$ cat config.mk
export PLATFORM = sky130hd
export DESIGN_NAME = rr_addr_encoder
export DESIGN_NICKNAME = d
export VERILOG_FILES = /design/src/rtl/rr_addr_encoder.sv
export SDC_FILE = /design/constraint.sdc
export NUM_CORES = 1
export LEC_CHECK = 0
export ABC_AREA = 1
export CAP_MARGIN = 30
export CORE_ASPECT_RATIO = 0.7
export CORE_MARGIN = 2
export CORE_UTILIZATION = 52
export CTS_CLUSTER_DIAMETER = 120
export CTS_CLUSTER_SIZE = 30
export DETAILED_ROUTE_END_ITERATION = 8
export GPL_ROUTABILITY_DRIVEN = 0
export PLACE_DENSITY = 0.89
export SYNTH_ARGS = -nofsm -noshare
export SYNTH_HDL_FRONTEND = slang
export SYNTH_SLANG_ARGS = --single-unit
$ cat constraint.sdc
create_clock -name clk -period 2.6 [get_ports clk]
set_input_delay 0.65 -clock clk [delete_from_list [all_inputs] [get_ports clk]]
set_output_delay 0.65 -clock clk [all_outputs]
set_load 0.02 [all_outputs]
$ cat src/rtl/rr_addr_encoder.sv
// Round-robin request encoder: picks one of N row requests fairly, presents its
// address under valid/ready, then pulses a one-hot acknowledge for the winner.
module rr_addr_encoder #(
  parameter int N  = 8,
  parameter int AW = 3
) (
  input  logic          clk,
  input  logic          rst_n,
  input  logic [N-1:0]  req,
  output logic [AW-1:0] addr,
  output logic          valid,
  input  logic          ready,
  output logic [N-1:0]  ack,
  output logic          busy
);

  typedef enum logic [1:0] {
    IDLE  = 2'd0,
    GRANT = 2'd1,
    ACK   = 2'd2
  } state_t;

  state_t        state_r;
  logic [AW-1:0] ptr_r;
  logic [AW-1:0] addr_r;
  logic          valid_r;
  logic [N-1:0]  ack_r;
  logic          busy_r;

  // First set request found scanning circularly upward from p.
  function automatic logic [AW-1:0] rr_pick(input logic [N-1:0] r, input logic [AW-1:0] p);
    logic [AW-1:0] pick;
    logic          hit;
    int            idx;
    pick = '0;
    hit  = 1'b0;
    for (int i = 0; i < N; i++) begin
      idx = (int'(p) + i) % N;
      if (!hit && r[idx]) begin
        pick = AW'(idx);
        hit  = 1'b1;
      end
    end
    return pick;
  endfunction

  function automatic logic [N-1:0] onehot(input logic [AW-1:0] a);
    return {{(N-1){1'b0}}, 1'b1} << a;
  endfunction

  // The winner becomes lowest priority; wrap explicitly so non-power-of-two N works.
  function automatic logic [AW-1:0] ptr_after(input logic [AW-1:0] a);
    logic [AW-1:0] nxt;
    if (a == AW'(N - 1)) begin
      nxt = '0;
    end else begin
      nxt = a + AW'(1);
    end
    return nxt;
  endfunction

  // Grant/acknowledge sequencer with all outputs registered.
  always_ff @(posedge clk or negedge rst_n) begin
    if (!rst_n) begin
      state_r <= IDLE;
      ptr_r   <= '0;
      addr_r  <= '0;
      valid_r <= 1'b0;
      ack_r   <= '0;
      busy_r  <= 1'b0;
    end else begin
      case (state_r)
        IDLE: begin
          ack_r <= '0;
          if (|req) begin
            addr_r  <= rr_pick(req, ptr_r);
            valid_r <= 1'b1;
            busy_r  <= 1'b1;
            state_r <= GRANT;
          end else begin
            valid_r <= 1'b0;
            busy_r  <= 1'b0;
          end
        end
        GRANT: begin
          // The grant is committed: req is not looked at until the next IDLE.
          if (valid_r && ready) begin
            valid_r <= 1'b0;
            ack_r   <= onehot(addr_r);
            ptr_r   <= ptr_after(addr_r);
            state_r <= ACK;
          end else begin
            valid_r <= 1'b1;
            ack_r   <= '0;
          end
        end
        ACK: begin
          ack_r   <= '0;
          busy_r  <= 1'b0;
          state_r <= IDLE;
        end
        default: begin
          valid_r <= 1'b0;
          ack_r   <= '0;
          busy_r  <= 1'b0;
          state_r <= IDLE;
        end
      endcase
    end
  end

  assign addr  = addr_r;
  assign valid = valid_r;
  assign ack   = ack_r;
  assign busy  = busy_r;

endmodule

==> results.md <==
- Synth cell types: 28
- RSZ-0062 raised after global routing: no
- CORE AREA: 0.00274 mm²
- CTS clk-pin slew, worst paths: roughly 0.070 ns
- First-pass GRT wire length: 5800 µm
- IO buf count: 23
- Clk_skew: roughly 0.0025 ns
- Final-stage net count: 247
- Worst hold path class: reg -> reg
- Max IR drop VDD: 0.723 mV
- Power per cell area: 1500 mW/mm²
- Biggest fanout along the worst timing path: 11
- Final Cell Area: roughly 0.0018 mm²
- CTS Root Cell: clkbuf_8
- Slew margin rel.: 71.8%
- Leading area contributor after synthesis: dfrtp_1
- Leak: 0.909 nW
- Status: finished clean
- Setup CP Type: reg -> reg
- Largest net degree at the start of global routing: 19
- Clock Latency Late Sink: 0.26 ns
- Worst R2R Setup Slack: 0.25 ns
- Post-synth EDFFs: 0
- Total wire length: ~3600 µm
- Final Max Slew Viols: 0
- Synth cell count leaders: nand2_1 (53), nand3_1 (21), inv_1 (19)
- Top-count cell post-synth: nand2_1
- DIE WIDTH: 67.5 µm
- I/O pin count: 24
- Area contributors post-synth: dfrtp_1 (31%), nand2_1 (14%), nand3_1 (7.2%)
- Die Y: 48.4 µm
- Post-synth top area share: 30.7%
- Least-Margin Pin Slew: ~0.42 ns
- Postcts setup bufs: 0
- Inst Count DP: between 200 and 300
- CTS Sinks: 18
- Ratio of cells with drive above 1 in the final layout: 18.9%
- Max_cap viols: 0
- Via/cell ratio: 5.45
- Gr ovfl total: 0
- Crit path launch type: flip-flop
- FF+latch count, synth: 18
- Vias in the first global route: 1,302
- Total CTS buffers: 3
- Via count: ~1,400
- Final Non-Filler Cells: 263
- Die area: 0.00327 mm²
- Row cnt: 16
- Syn Area/Cell: 7.41 µm²
- Seq/Total Area, Yosys: 30.7%
- Drt pass-1 iters: 4
- Min Tclk post-route: 2.35 ns
- Setup-failing EPs final: 0
- Max Buffers Root-to-Sink: 2
- Syn Std Cell Area: 0.00147 mm²
- Final hold vios: 0
- Average wire per standard cell: 13.5 µm
- CTS tree: done
- Max Freq: ~430 MHz
- Critical Path Sink Type: flip-flop
- Antenna viol nets, final: 0
- DP Area: ~0.0018 mm²
- Ys Warns: 0
- Top_reg_cell synth: dfrtp_1
- Ys async rst share: 100%
- Cells after Synth: 198
- Diodes inserted: 0
- Hold Buf Count CTS: 0
- DRC: 0
- Required time of the critical path: 2.76 ns
- Final setup TNS: 0 ns
- Detailed placement HPWL: 2720 µm
- Initial Util: a little over half
- WP data arrival: between 2 and 3 ns
- Syn nets: 217
- H-tree Lvls: 1
- 1st-iter DRT viols: 84
- Crit share post-route: between 90% and 100%
- GRT Overall Usage: about a quarter
- Initial antenna violation count: 0
- P&R area growth vs syn: 23.3%
worst paths after layout:
check	startpoint	to	depth (start not counted)
hold / removal	busy$_DFFE_PN0N_	busy$_DFFE_PN0N_	2
hold reg to reg	busy$_DFFE_PN0N_	busy$_DFFE_PN0N_	2
max in group asynchronous	rst_n	ptr_r[0]$_DFFE_PN0P_	2
setup / recovery	ptr_r[0]$_DFFE_PN0P_	addr[1]$_DFFE_PN0P_	14
setup reg to reg	ptr_r[0]$_DFFE_PN0P_	addr[1]$_DFFE_PN0P_	14
min in group asynchronous	rst_n	state_r[0]$_DFFE_PN0P_	2
cell families after synthesis:
| family | count (synthesis) | synth area share, % |
|---|---|---|
| AOI/OAI and AO/OA | 11 | 4.69 |
| xor gates and xnor gates | 4 | 2.39 |
| adders and majority gates | 8 | 6.83 |
| buffers and inverters | 30 | 9.04 |
| DFF | 18 | 30.7 |
| and+or+nand+nor | 127 | 46.3 |
layout by cell type, fill, tap and decap left out, drive strengths merged:
cell type	synthesis	final
and2	1	1
o21ai	8	8
a31o	1	1
clkinv	1	1
nor2	17	17
clkdlybuf4s50	0	23
nand4	4	4
o21bai	1	1
xnor2	2	2
inv	25	25
a31oi	1	1
nand2	64	64
nand3	31	31
ha	8	8
clkbuf	0	4
buf	4	6
nor4	2	2
dfrtp	18	18
xor2	2	2
nor3	8	8
area by class of cell:
class                      count  area [µm²]
multi-input combinational    150         883
inverter                      26        97.6
timing repair buffer          29         275
fill                         211         935
sequential                    18         452
tap                           36        45.0
clock buffer                   4        55.1
worst max-delay path, stage by stage, from the launching register on:
cell and delay, ns:
dfrtp_2 0.49, inv_2 0.06, ha_1 0.32, inv_1 0.22
nand3_1 0.16, nand2_1 0.10, nor2_1 0.05, a31oi_2 0.24
inv_2 0.07, nor2_4 0.15, nand2_2 0.09, o21ai_1 0.13
inv_1 0.05, nand2_1 0.06, nand2_1 0.04
sequential cells by signal (all words and copies together), names as in the netlist:
name	count
state_r	2
busy	1
ack	8
addr	3
ptr_r	3
valid	1
layer usage:
metal	up-vias	part of all wire [%]	wire length (µm)	track usage, %
li1	703	-	-	-
met1	664	45	1620	34.3
met2	55	45	1590	34.0
met3	11	8.1	289	5.35
met4	0	1.9	67	7.14
met5	-	0	0	0
metrics by stage:
| step | power (mW) | hold WS [ns] | utilization (%) | setup WS (ns) |
|---|---|---|---|---|
| 6_report | 2.71 | 0.485 | 65.9 | 0.254 |
| 5_1_grt | 2.92 | 0.542 | 65.9 | 0.111 |
| 4_1_cts | 2.67 | 0.492 | 65.9 | 0.204 |
| 3_5_place_dp | 2.42 | 0.473 | 63.9 | 0.0975 |
| 3_3_place_gp | 2.37 | 0.471 | 63.9 | 0.163 |
| 2_1_floorplan | 1.96 | 0.354 | - | 0.346 |
power by group:
group | total [mW] | internal, mW | switching (mW)
clock network | 0.237 | 0.135 | 0.102
registers | 0.482 | 0.368 | 0.113
logic | 1.99 | 0.692 | 1.30
timing repair:
| action | CTS | global route |
|---|---|---|
| gates resized for setup | 0 | 1 |
| setup endpoints to repair | 0 | 1 |
| endpoints found under the hold margin | 0 | 0 |
Note: power is estimated with default switching activity, not from simulation.
==> variant, RTL diff (same settings) <==
Re-encode `state_t` (3 states) as one-hot, 3 bits wide.
--- a/src/rtl/rr_addr_encoder.sv
+++ b/src/rtl/rr_addr_encoder.sv
@@ -14,10 +14,10 @@
   output logic          busy
 );
 
-  typedef enum logic [1:0] {
-    IDLE  = 2'd0,
-    GRANT = 2'd1,
-    ACK   = 2'd2
+  typedef enum logic [2:0] {
+    IDLE  = 3'b001,
+    GRANT = 3'b010,
+    ACK   = 3'b100
   } state_t;
 
   state_t        state_r;
Check against the original RTL: same outputs for any inputs over 4 cycles, from zero or initial values and one cycle with rst_n low; so few cycles prove little.
==> variant against the original RTL <==
Cell area grew 3.5%; wire length grew 9.5%; clock skew is essentially flat; setup slack gained 0.062 ns; sequential cell count grew 1; area after synthesis grew 3.9%.
Power is left out: the tool's default activity adds up to more than one toggle a clock period on the data nets, which glitch-free logic cannot reach.
==> variant: results (changes against the original RTL) <==
| Parameter | Reported | Change |
|:---|:---|:---|
| Cell type of the slowest stage on the worst timing path | sky130_fd_sc_hd__dfrtp_1 |  |
| Async S/R FF share, synth | 100% | unchanged |
| Number of diodes added for antenna fixing | 0 | unchanged |
| Arr. time, crit path | 2.44 ns | -0.06 ns |
| Detail Route Antenna Nets | 0 | unchanged |
| Part of the Yosys area used for sequential elements | 31.3% | +0.56 points |
| Outcome | finished, final reports clean |  |
| Vias in the first global route | 1,423 | +9.3% |
| Router iterations before antenna repair | 4 | unchanged |
| Count of buffers from port buffering | 23 | unchanged |
| Half-perimeter wire length after placement | 3140 um | +15% |
| Wire length per cell | 14.3 um | +5.5% |
| Highest net fanout along the worst path | 7 | -4 |
| Global-route usage over all layers | 25.8% | +2.5 points |
| Detailed Route Iter0 Violations | 114 | +36% |
| Placed Area | 1820 um2 | +4.1% |
| Post-Place Setup Slack | 0.162 ns | +0.0650 ns |
| Count of distinct cell types in the synthesized netlist | 32 | +14% |
| HP Class | reg -> reg |  |
| # placed instances | 269 | +3.9% |
| Maximum cell stage delay along the critical path | 0.44 ns | -0.05 ns |
| Post-synthesis net count | 225 | +3.7% |
| Number of cells produced by synthesis | 206 | +4.0% |
| Remaining DRCs | 0 | unchanged |
| Initial antenna violation count | 0 | unchanged |
| Clock Tree Root | sky130_fd_sc_hd__clkbuf_8 |  |
| Worst clock skew | 0.00273 ns | +0.000236 ns |
| Worst-margin pin slew | 0.424 ns | +0.00313 ns |
| # nets final | 257 | +4.0% |
| Clock slew seen by the registers of the worst setup and hold paths | 0.07 ns | about the same |
| Global-route wire length before repair | 6460 um | +11% |
| Count of fill cells added during filler insertion | 236 | +12% |
| Leading cell types by count after synthesis | 55 x sky130_fd_sc_hd__nand2_1, 21 x sky130_fd_sc_hd__inv_1, 21 x sky130_fd_sc_hd__nand3_1, 19 x sky130_fd_sc_hd__nor2_1, 18 x sky130_fd_sc_hd__dfrtp_1 |  |
| Dominant cells by area after synthesis | sky130_fd_sc_hd__dfrtp_1 30%, sky130_fd_sc_hd__nand2_1 14%, sky130_fd_sc_hd__nand3_1 6.9%, sky130_fd_sc_hd__ha_1 6.6%, sky130_fd_sc_hd__nand3_2 6.6% |  |
| Wirelength, routed | 3900 um | +9.5% |
| Vias after detailed routing | 1,505 | +5.0% |
| Total number of yosys warnings | 0 | unchanged |
| Share of post-route cells with drive strength above 1 | 18.6% | -0.38 points |
| Maximum number of pins on one net before global-route repair | 20 | +1 |
-- variant: kinds of logic after synthesis --
family	share of synthesized area [%]
adder cells (fa/ha/maj)	6.57
XOR/XNOR	2.79
buffers and inverters	8.70
AO/OA/AOI/OAI	5.42
AND/OR/NAND/NOR	45.2
flip-flops	31.3
-- variant: per-stage QoR --
stage | hold slack, ns | utilization (%)
floorplan | 0.354 | -
global placement | 0.469 | 65.1
detailed placement | 0.485 | 65.1
CTS | 0.502 | 66.7
global route | 0.574 | 66.7
finish | 0.492 | 66.7
-- variant: final cells by class --
| class | instances | area share (%) |
|---|---|---|
| clock inverters | 1 | 0.268 |
| multi-input cells | 157 | 48.9 |
| clock buffers | 3 | 2.21 |
| flip-flops and latches | 19 | 25.5 |
| well taps | 36 | 2.41 |
| inverters | 26 | 5.22 |
| repair buffers | 31 | 15.5 |
-- variant: worst max-delay path, delay by kind of cell, from the launching register on --
kind,cells,cell delay (ns)
compound gates,1,0.17
fa+ha+maj,1,0.30
buf+inv,2,0.32
flops,1,0.44
simple gates,10,0.95
-- variant: metal layers --
metal / up-vias / part of all wire (%) / global-route usage [%]
li1: 725 / - / -
met1: 687 / 44 / 35.1
met2: 75 / 43 / 37.7
met3: 18 / 10 / 9.24
met4: 0 / 3.6 / 8.82
met5: - / 0 / 0
-- variant: worst paths after layout --
check | from | endpoint | slack [ns] | cells after the start
setup / recovery | ptr_r[0] | addr[2] | 0.32 | 14
hold / removal | busy | busy | 0.49 | 2
setup reg to reg | ptr_r[0] | addr[2] | 0.32 | 14
hold reg to reg | busy | busy | 0.49 | 2
max in group asynchronous | rst_n | state_r[0] | 1.60 | 2
min in group asynchronous | rst_n | ptr_r[1] | 0.74 | 2
